--- src/rtl/player_hit_if.sv ---
// Bundle of frame, drawing-request and hit/status signals between the game
// logic and the player hit controller.
interface player_hit_if;
    logic       startOfFrame;
    logic       playGame;
    logic       playerDrawingRequest;
    logic       missileDrawingRequest;
    logic       alienDrawingRequest;
    logic       playerHit;
    logic       missileHit;
    logic [2:0] livesLeft;
    logic       invulnerable;
    logic       gameOver;

    modport master (
        output startOfFrame, playGame, playerDrawingRequest,
               missileDrawingRequest, alienDrawingRequest,
        input  playerHit, missileHit, livesLeft, invulnerable, gameOver
    );

    modport slave (
        input  startOfFrame, playGame, playerDrawingRequest,
               missileDrawingRequest, alienDrawingRequest,
        output playerHit, missileHit, livesLeft, invulnerable, gameOver
    );
endinterface

--- src/rtl/player_hit_controller.sv ---
// Player hit controller: frame-granular collision detection, lives, immunity and game over.
// Optional macro ALIEN_BODY_HIT_EN makes player/alien body contact a fatal hit.
module player_hit_controller #(
    parameter int unsigned START_LIVES   = 3,
    parameter int unsigned INVULN_FRAMES = 60
) (
    input  logic         clk,
    input  logic         resetN,
    player_hit_if.slave  bus
);

    localparam logic [2:0] LP_START_LIVES = START_LIVES[2:0];
    localparam logic [7:0] LP_INVULN      = INVULN_FRAMES[7:0];

    typedef enum logic [1:0] {
        ST_IDLE      = 2'd0,
        ST_ARMED     = 2'd1,
        ST_INVULN    = 2'd2,
        ST_GAME_OVER = 2'd3
    } state_t;

    state_t     r_state;
    logic       r_frame_hit;
    logic [7:0] r_counter;
    logic [2:0] r_lives;
    logic       r_player_hit;
    logic       r_missile_hit;
    logic       r_invuln;
    logic       r_game_over;

    state_t     w_state_nxt;
    logic       w_frame_hit_nxt;
    logic [7:0] w_counter_nxt;
    logic [2:0] w_lives_nxt;
    logic       w_player_hit_nxt;
    logic       w_missile_hit_nxt;
    logic       w_coll;
    logic       w_hit_now;

    assign w_coll    = bus.playGame && bus.playerDrawingRequest && bus.missileDrawingRequest;
    // A collision on the startOfFrame cycle still belongs to the frame that is ending.
    assign w_hit_now = r_frame_hit || w_coll;

`ifdef ALIEN_BODY_HIT_EN
    logic r_alien_hit;
    logic w_alien_hit_nxt;
    logic w_alien_coll;
    logic w_alien_now;

    assign w_alien_coll = bus.playGame && bus.playerDrawingRequest && bus.alienDrawingRequest;
    assign w_alien_now  = r_alien_hit || w_alien_coll;

    // Sticky body-contact flag for the current frame.
    always_comb begin
        w_alien_hit_nxt = r_alien_hit;
        if (!bus.playGame) begin
            w_alien_hit_nxt = 1'b0;
        end else if (bus.startOfFrame) begin
            w_alien_hit_nxt = 1'b0;
        end else if (w_alien_coll) begin
            w_alien_hit_nxt = 1'b1;
        end else begin
            w_alien_hit_nxt = r_alien_hit;
        end
    end

    // Body-contact flag register.
    always_ff @(posedge clk or negedge resetN) begin
        if (!resetN) begin
            r_alien_hit <= 1'b0;
        end else begin
            r_alien_hit <= w_alien_hit_nxt;
        end
    end
`endif

    // Next-state, lives, immunity counter and hit pulse decisions.
    always_comb begin
        w_state_nxt       = r_state;
        w_counter_nxt     = r_counter;
        w_lives_nxt       = r_lives;
        w_player_hit_nxt  = 1'b0;
        w_missile_hit_nxt = 1'b0;
        w_frame_hit_nxt   = r_frame_hit;

        if (!bus.playGame) begin
            w_frame_hit_nxt = 1'b0;
        end else if (bus.startOfFrame) begin
            w_frame_hit_nxt = 1'b0;
        end else if (w_coll) begin
            w_frame_hit_nxt = 1'b1;
        end else begin
            w_frame_hit_nxt = r_frame_hit;
        end

        case (r_state)
            ST_IDLE: begin
                w_lives_nxt   = LP_START_LIVES;
                w_counter_nxt = 8'd0;
                if (bus.playGame) begin
                    w_state_nxt = ST_ARMED;
                end else begin
                    w_state_nxt = ST_IDLE;
                end
            end
            ST_ARMED: begin
                if (!bus.playGame) begin
                    w_state_nxt   = ST_IDLE;
                    w_lives_nxt   = LP_START_LIVES;
                    w_counter_nxt = 8'd0;
                end
`ifdef ALIEN_BODY_HIT_EN
                else if (bus.startOfFrame && w_alien_now) begin
                    w_state_nxt      = ST_GAME_OVER;
                    w_lives_nxt      = 3'd0;
                    w_player_hit_nxt = 1'b1;
                end
`endif
                else if (bus.startOfFrame && w_hit_now) begin
                    w_player_hit_nxt  = 1'b1;
                    w_missile_hit_nxt = 1'b1;
                    if (r_lives <= 3'd1) begin
                        w_lives_nxt = 3'd0;
                        w_state_nxt = ST_GAME_OVER;
                    end else begin
                        w_lives_nxt   = r_lives - 3'd1;
                        w_state_nxt   = ST_INVULN;
                        w_counter_nxt = LP_INVULN;
                    end
                end else begin
                    w_state_nxt = ST_ARMED;
                end
            end
            ST_INVULN: begin
                if (!bus.playGame) begin
                    w_state_nxt   = ST_IDLE;
                    w_lives_nxt   = LP_START_LIVES;
                    w_counter_nxt = 8'd0;
                end else if (bus.startOfFrame) begin
                    // The boundary that consumes the last immune frame re-arms.
                    if (r_counter <= 8'd1) begin
                        w_counter_nxt = 8'd0;
                        w_state_nxt   = ST_ARMED;
                    end else begin
                        w_counter_nxt = r_counter - 8'd1;
                        w_state_nxt   = ST_INVULN;
                    end
                end else begin
                    w_state_nxt = ST_INVULN;
                end
            end
            ST_GAME_OVER: begin
                w_lives_nxt = 3'd0;
                if (!bus.playGame) begin
                    w_state_nxt   = ST_IDLE;
                    w_lives_nxt   = LP_START_LIVES;
                    w_counter_nxt = 8'd0;
                end else begin
                    w_state_nxt = ST_GAME_OVER;
                end
            end
            default: begin
                w_state_nxt   = ST_IDLE;
                w_lives_nxt   = LP_START_LIVES;
                w_counter_nxt = 8'd0;
            end
        endcase
    end

    // State and output registers; reset aborts any immunity or pulse in flight.
    always_ff @(posedge clk or negedge resetN) begin
        if (!resetN) begin
            r_state       <= ST_IDLE;
            r_frame_hit   <= 1'b0;
            r_counter     <= 8'd0;
            r_lives       <= LP_START_LIVES;
            r_player_hit  <= 1'b0;
            r_missile_hit <= 1'b0;
            r_invuln      <= 1'b0;
            r_game_over   <= 1'b0;
        end else begin
            r_state       <= w_state_nxt;
            r_frame_hit   <= w_frame_hit_nxt;
            r_counter     <= w_counter_nxt;
            r_lives       <= w_lives_nxt;
            r_player_hit  <= w_player_hit_nxt;
            r_missile_hit <= w_missile_hit_nxt;
            r_invuln      <= (w_state_nxt == ST_INVULN);
            r_game_over   <= (w_state_nxt == ST_GAME_OVER);
        end
    end

    assign bus.playerHit    = r_player_hit;
    assign bus.missileHit   = r_missile_hit;
    assign bus.livesLeft    = r_lives;
    assign bus.invulnerable = r_invuln;
    assign bus.gameOver     = r_game_over;

endmodule
--- src/flat_wrapper.sv ---
// flat-port wrapper written by rule: the top's interface ports become plain ports
module player_hit_controller_flat 
#(
    parameter int unsigned START_LIVES   = 3,
    parameter int unsigned INVULN_FRAMES = 60
)
  (clk, resetN, bus_startOfFrame, bus_playGame, bus_playerDrawingRequest, bus_missileDrawingRequest, bus_alienDrawingRequest, bus_playerHit, bus_missileHit, bus_livesLeft, bus_invulnerable, bus_gameOver);
  player_hit_if bus_i ();
  input  logic clk;
  input  logic resetN;
  input wire logic [$bits(bus_i.startOfFrame)-1:0] bus_startOfFrame;
  input wire logic [$bits(bus_i.playGame)-1:0] bus_playGame;
  input wire logic [$bits(bus_i.playerDrawingRequest)-1:0] bus_playerDrawingRequest;
  input wire logic [$bits(bus_i.missileDrawingRequest)-1:0] bus_missileDrawingRequest;
  input wire logic [$bits(bus_i.alienDrawingRequest)-1:0] bus_alienDrawingRequest;
  output wire logic [$bits(bus_i.playerHit)-1:0] bus_playerHit;
  output wire logic [$bits(bus_i.missileHit)-1:0] bus_missileHit;
  output wire logic [$bits(bus_i.livesLeft)-1:0] bus_livesLeft;
  output wire logic [$bits(bus_i.invulnerable)-1:0] bus_invulnerable;
  output wire logic [$bits(bus_i.gameOver)-1:0] bus_gameOver;
  assign bus_i.startOfFrame = bus_startOfFrame;
  assign bus_i.playGame = bus_playGame;
  assign bus_i.playerDrawingRequest = bus_playerDrawingRequest;
  assign bus_i.missileDrawingRequest = bus_missileDrawingRequest;
  assign bus_i.alienDrawingRequest = bus_alienDrawingRequest;
  assign bus_playerHit = bus_i.playerHit;
  assign bus_missileHit = bus_i.missileHit;
  assign bus_livesLeft = bus_i.livesLeft;
  assign bus_invulnerable = bus_i.invulnerable;
  assign bus_gameOver = bus_i.gameOver;
  player_hit_controller #(.START_LIVES(START_LIVES), .INVULN_FRAMES(INVULN_FRAMES)) u_core (.clk(clk), .resetN(resetN), .bus(bus_i));
endmodule
--- config.mk ---
export PLATFORM = sky130hd
export DESIGN_NAME = player_hit_controller_flat
export DESIGN_NICKNAME = d
export VERILOG_FILES = /design/src/rtl/player_hit_if.sv /design/src/rtl/player_hit_controller.sv /design/src/flat_wrapper.sv
export SDC_FILE = /design/constraint.sdc
export NUM_CORES = 1
export LEC_CHECK = 0
export ABC_AREA = 1
export CAP_MARGIN = 15
export CORE_ASPECT_RATIO = 0.9
export CORE_MARGIN = 5
export CORE_UTILIZATION = 55
export CTS_BUF_LIST = sky130_fd_sc_hd__clkbuf_8
export DETAILED_ROUTE_END_ITERATION = 12
export PLACE_DENSITY = 0.85
export SLEW_MARGIN = 25
export SYNTH_ARGS = -nofsm -noshare
export SYNTH_HDL_FRONTEND = slang
export SYNTH_SLANG_ARGS = --single-unit
--- constraint.sdc ---
create_clock -name clk -period 1.79 [get_ports clk]
set_input_delay 0.179 -clock clk [delete_from_list [all_inputs] [get_ports clk]]
set_output_delay 0.179 -clock clk [all_outputs]
set_load 0.02 [all_outputs]
==> results of run 1 <==
==> through the flow <==
stage / total power, mW / cell area (um2) / setup WS [ns] / hold slack (ns) / util
floorplan: 1.22 / 1210 / 0.272 / -0.117 / -
global placement: 1.39 / 1360 / 0.140 / 0.467 / 0.634
detailed placement: 1.45 / 1360 / 0.0912 / 0.477 / 0.634
CTS: 1.75 / 1410 / 0.146 / 0.202 / 0.656
global route: 1.93 / 1410 / 0.00199 / 0.216 / 0.659
finish: 1.77 / 1410 / 0.125 / 0.193 / 0.659
==> power breakdown <==
group	switching [mW]	leakage, nW	internal (mW)
sequential	0.0826	0.226	0.473
clock	0.127	0.0255	0.154
combinational	0.591	0.562	0.338
total	0.801	0.814	0.965
==> state kept, by name (all words and copies together) (netlist names) <==
name / cells
u_core.bus.playerHit: 1
u_core.bus.livesLeft: 3
u_core.r_frame_hit: 1
u_core.bus.gameOver: 1
u_core.r_state: 2
u_core.bus.invulnerable: 1
u_core.r_counter: 8
==> worst paths after layout <==
| path | start | end | slack, ns | depth (start not counted) |
|---|---|---|---|---|
| worst max-delay path | u_core.r_counter[0] | u_core.bus.gameOver | 0.12 | 11 |
| worst min-delay path | resetN | u_core.r_counter[5] | 0.19 | 1 |
| worst max register to register | u_core.r_counter[0] | u_core.bus.gameOver | 0.12 | 11 |
| worst min register to register | u_core.r_counter[1] | u_core.r_counter[1] | 0.54 | 2 |
| max in group asynchronous | resetN | u_core.r_state[0] | 1.13 | 2 |
| min in group clk | u_core.r_counter[1] | u_core.r_counter[1] | 0.54 | 2 |
==> critical path: stages (launching register included) <==
cell and delay [ns]:
dfrtp_1 0.41, inv_1 0.10, ha_1 0.22, inv_1 0.07
nand2_1 0.09, nand2_1 0.07, nor2_2 0.16, nand2_1 0.10
nand2_1 0.07, nand3_1 0.07, nand2_1 0.13, nor2_1 0.05
==> cell families (layout without fill, tap and decap cells) <==
kind of cell | count (synthesis) | after routing | synth area share
adder cells (fa/ha/maj) | 8 | 8 | 0.0828
AO/OA/AOI/OAI | 18 | 18 | 0.0818
XOR/XNOR | 2 | 2 | 0.0145
buffers and inverters | 23 | 39 | 0.0807
flip-flops | 17 | 17 | 0.354
AND/OR/NAND/NOR | 93 | 93 | 0.386
==> area by class of cell <==
cell class | instances | area, um2 | area share
Clock buffer | 3 | 41.3 | 0.0292
Clock inverter | 1 | 5.00 | 0.00354
Inverter | 21 | 78.8 | 0.0558
Multi-Input combinational cell | 121 | 691 | 0.489
Sequential cell | 17 | 428 | 0.303
Tap cell | 27 | 33.8 | 0.0239
Timing Repair Buffer | 14 | 135 | 0.0957
==> placed cells by master, fill, tap and decap left out, drive strengths merged <==
cell and count:
dfstp 2, xor2 2, and3 1, o21bai 2
ha 8, a21oi 1, clkdlybuf4s50 12, o21ai 15
buf 2, or2 2, nand3 17, nor2 20
dfrtp 15, inv 21, clkbuf 3, clkinv 1
nand2 53
==> per-layer routing <==
layer / part of all wire / global-route usage
met1: 0.45 / 0.219
met2: 0.48 / 0.327
met3: 0.060 / 0.0590
met4: 0.0076 / 0.0566
met5: 0 / 0
==> run_results.csv, run 1 <==
group,metric,value,unit
cells_and_area,n_antenna_cell,0,
cts,cts_tree,"built",
synthesis,synth_area,1210,um2
global_routing,antenna_found_initial,0,
cts,cts_hold_buf,0,
placement,place_hpwl,1970,um
synthesis,synth_edf_count,0,
critical_path,cp_data_arrival_time,1.80,ns
global_routing,grt_pass1_vias,1053,
routing,wl,2510,um
global_routing,track_usage,0.187,
sta,drv_slew,0,
sta,fin_crit_sh,0.930,
hold_path,hp-class,"in -> async",
placement,routabilityCongestion,0.887,
routing,vias_per_cell,5.10,
critical_path,critPathKind,"reg -> reg",
synthesis,yosysTopAreaCell,"dfrtp_1",
placement,portBuffers,12,
cells_and_area,areaGrowthSynthToFinish,16.9,%
routing,drc,0,
cells_and_area,drive_gt1_frac,0.141,
cts,cts_root_buf,"clkbuf_8",
cts,cts_setup_buffers,0,
synthesis,netlist_instances,161,
synthesis,ys_seq_elements,17,
synthesis,synth_top_area_share,0.311,
sta,finalSetupViolCount,0,
synthesis,async_flop_share,1.00,
cells_and_area,fillers,176,
cts,htreeDepth,1,
power_and_ir_drop,powerDensity,1250,nW/um2
floorplan,rows,16,
routing,drt_iter0_markers,25,
routing,drtAntennaViolNets,0,
sta,hold_viol_final,0,
cts,cts_sinks,17,
synthesis,synth_common_cells,"nand2_1, inv_1, nor2_1",
sta,slew_headroom,0.769,
synthesis,avgSynthCellArea,7.51,um2
run,max_cap_violations,0,
global_routing,gr-total-overflow,0,
floorplan,die_w,59.4,um
critical_path,critPathMaxFanout,4,
synthesis,synth.yosys.seq_area_share,0.354,
sta,period_minus_slack,1.67,ns
status,status,"finished clean",
global_routing,grt_pass1_wl,4460,um
placement,placed_cells,200,
synthesis,ys_warn_count,0,
synthesis,syn_nets,176,
synthesis,synth.top_cells.by_area,"dfrtp_1, nand2_1, ha_1",
cells_and_area,finalNetCount,193,
sta,setup_tns,0,ns
floorplan,core,2140,um2
floorplan,boundaryPins,14,
routing,drt_pass1_iterations,4,
critical_path,required,1.93,ns
cts,cts_buffers,3,
synthesis,yosys.cell_types.count,24,
cts,insertion_delay,0.25,ns
floorplan,initial_core_util,0.564,
floorplan,die_h,54.5,um
floorplan,dieArea,3240,um2
routing,via_count,1040,
cts,cts_resized,0,
cts,clk_path_buf_depth,2,
sta,tightest_slew,0.345,ns
global_routing,grt_start_max_net_pins,12,
critical_path,start_kind,"register",
cells_and_area,final_cell_count_no_fill,204,
sta,rsz0062_at_grt,"false",
routing,drt-wirelength-per-cell,12.3,um
sta,clock_skew,0.00294,ns
sta,fmax,600,MHz
critical_path,end_kind,"register",
power_and_ir_drop,p_leak,0.814,nW
cts,clkTransAtPathRegs,0.06,ns
synthesis,synth.most_common_cell,"nand2_1",
power_and_ir_drop,power.ir.vdd_worst,0.000742,V
synthesis,synth_ff_type,"dfrtp_1",
(Power assumes the default switching activity.)
==> run 2, diff against run 1 <==
- CORE_ASPECT_RATIO: 0.9 -> 1.2
- SETUP_SLACK_MARGIN: not set -> 0.05
==> run 2 against run 1 <==
Compared with the run above:
- first-iteration DRC count grew 12%
- combinational power shrank 0.9%
- count of clock-buffer cells in the layout is the same
- clock power increased by 7.8%
- total power increased by 0.51%
- critical path type is now reg -> out
- critical path depth is 10 lower
==> run_results.csv, run 2 (same netlist as run 1, synthesis figures left out) <==
group,metric,value,unit
status,status,"finished clean",
routing,drtAntennaViolNets,0,
cts,cts_setup_buffers,0,
cts,insertion_delay,0.26,ns
cells_and_area,largest_register_ffs,8,
critical_path,crit_cells,1,
sta,hold_viol_final,0,
sta,fmax,618,MHz
cells_and_area,drive_gt1_frac,0.147,
global_routing,grt_start_max_net_pins,18,
power_and_ir_drop,power.ir.vdd_worst,0.000704,V
routing,via_count,1057,
cells_and_area,final_cell_count_no_fill,207,
cts,cts_sinks,17,
floorplan,rows,18,
routing,vias_per_cell,5.11,
cts,cts_tree,"built",
floorplan,die_w,52.8,um
critical_path,critPathTopFamily,"buffers and inverters",
sta,clock_skew,0.00381,ns
sta,fin_crit_sh,0.904,
sta,worst_slack,0.172,ns
power_and_ir_drop,seqPwrFrac,0.310,
cells_and_area,n_antenna_cell,0,
routing,drc,0,
placement,place_hpwl,1920,um
cells_and_area,regMostFlops,"u_core.r_counter",
placement,placed_cells,203,
power_and_ir_drop,p_leak,0.812,nW
sta,rsz0062_at_grt,"false",
power_and_ir_drop,p_sw_frac,0.454,
critical_path,rrSetupSlack,0.20,ns
hold_path,hp-class,"in -> async",
cells_and_area,areaGrowthSynthToFinish,17.0,%
cells_and_area,multi_input_area,688,um2
critical_path,required,1.61,ns
power_and_ir_drop,p_int,0.969,mW
power_and_ir_drop,clkPwrFrac,0.171,
cells_and_area,finalNetCount,193,
critical_path,cp_data_arrival_time,1.44,ns
critical_path,critPathMaxFanout,5,
placement,place_ws,0.0656,ns
critical_path,start_kind,"register",
placement,routabilityCongestion,0.842,
global_routing,track_usage,0.196,
power_and_ir_drop,power_frac_comb,0.519,
run,max_cap_violations,0,
sta,hold_ws,0.231,ns
cts,clkTransAtPathRegs,0.07,ns
cts,cts_buffers,3,
global_routing,grt_pass1_wl,4510,um
cts,clk_path_buf_depth,2,
routing,drt_pass1_iterations,4,
floorplan,core,2070,um2
sta,drv_slew,0,
cells_and_area,seqCellArea,428,um2
global_routing,antenna_found_initial,0,
critical_path,path_buf_inv,1,
critical_path,critPathKind,"reg -> out",
critical_path,worstPathCellList,"clkdlybuf4s50_1",
critical_path,r2r-end,"u_core.r_counter[0]",
routing,wl,2530,um
sta,setup_tns,0,ns
critical_path,reg2regPathDepth,11,
cts,cts_root_buf,"clkbuf_8",
global_routing,gr-total-overflow,0,
cells_and_area,fillers,177,
critical_path,crit_start,"u_core.bus.livesLeft[0]",
critical_path,cp_slowest_cell,"clkdlybuf4s50_1",
routing,drt-wirelength-per-cell,12.2,um
critical_path,crit_path_end,"bus_livesLeft[0]",
cts,htreeDepth,1,
floorplan,boundaryPins,14,
sta,slew_headroom,0.766,
sta,period_minus_slack,1.62,ns
cts,cts_hold_buf,0,
sta,finalSetupViolCount,0,
power_and_ir_drop,powerDensity,1260,nW/um2
cells_and_area,most-common-layout-cells,"nand2_1, inv_1, nor2_1",
placement,portBuffers,12,
critical_path,r2r_start,"u_core.r_counter[0]",
floorplan,dieArea,3240,um2
critical_path,end_kind,"primary output",
floorplan,initial_core_util,0.583,
floorplan,die_h,61.4,um
cells_and_area,layout_commonest_cell,"nand2_1",
power_and_ir_drop,switching_power,0.806,mW
global_routing,grt_pass1_vias,1067,
routing,drt_iter0_markers,28,
cells_and_area,fin_util,0.682,
sta,tightest_slew,0.350,ns
critical_path,cpPeakStageDelay,0.61,ns
==> run 2: changes by cell type in the layout (fill, tap and decap cells not counted) <==
cell	delta
ha_2	+1
ha_1	-1
nor2_4	-1
nor2_2	+1
==> run 2: power by group through the flow <==
stage	sequential [mW]	combinational, mW	clock (mW)
final	0.550	0.921	0.304
after global routing	0.566	1.04	0.327
after CTS	0.552	0.907	0.309
after detailed placement	0.557	0.895	0
after global placement	0.549	0.857	0
after floorplan	0.574	0.641	0
==> run 2: worst min path at each step <==
stage | from | to | slack [ns] | cells after the start
after floorplan | resetN | u_core.bus.gameOver | -0.12 | 0
after global placement | u_core.r_counter[1] | u_core.r_counter[1] | 0.51 | 2
after detailed placement | u_core.r_counter[1] | u_core.r_counter[1] | 0.52 | 2
after CTS | resetN | u_core.r_counter[7] | 0.24 | 2
after global routing | resetN | u_core.r_counter[7] | 0.26 | 2
final | resetN | u_core.r_counter[5] | 0.23 | 2
==> run 2: cell type report <==
class | instances | area share
Timing Repair Buffer | 14 | 0.0956
Tap cell | 30 | 0.0265
Sequential cell | 17 | 0.303
Inverter | 21 | 0.0558
Clock inverter | 1 | 0.00354
Multi-Input combinational cell | 121 | 0.487
Clock buffer | 3 | 0.0292
==> run 2: timing repair <==
| item | CTS | global route |
|---|---|---|
| resized for setup | 0 | 2 |
| endpoints found under the setup margin | 0 | 9 |
| endpoints found under the hold margin | 0 | 0 |
==> run 2: per-layer routing <==
layer	vias to the layer above	routed length (um)	share of wire	global-route usage
met5	-	0	0	0
met1	484	1010	0.40	0.210
li1	535	-	-	-
met4	0	64	0.025	0.128
met3	5	151	0.060	0.0533
met2	33	1300	0.51	0.339
==> run 2: metrics by stage <==
| step | instance area (um2) | power (mW) |
|---|---|---|
| 6_report | 1410 | 1.78 |
| 3_5_place_dp | 1360 | 1.45 |
| 2_1_floorplan | 1210 | 1.22 |
| 4_1_cts | 1410 | 1.77 |
| 3_3_place_gp | 1360 | 1.41 |
| 5_1_grt | 1410 | 1.93 |
==> run 2: worst register-to-register path, cell delays in order, from the launching register on <==
cell	delay, ns
dfrtp_1	0.39
inv_1	0.09
ha_2	0.22
inv_1	0.07
nand2_1	0.06
nand2_1	0.08
nor2_2	0.05
nor2_2	0.19
nand2_1	0.15
inv_1	0.10
nand3_1	0.07
nand2_1	0.06
==> run 3, diff against run 2 <==
- TNS_END_PERCENT: not set -> 20
==> results of run 3 <==
The final DEF is identical to that of run 2; final timing and power are the same.
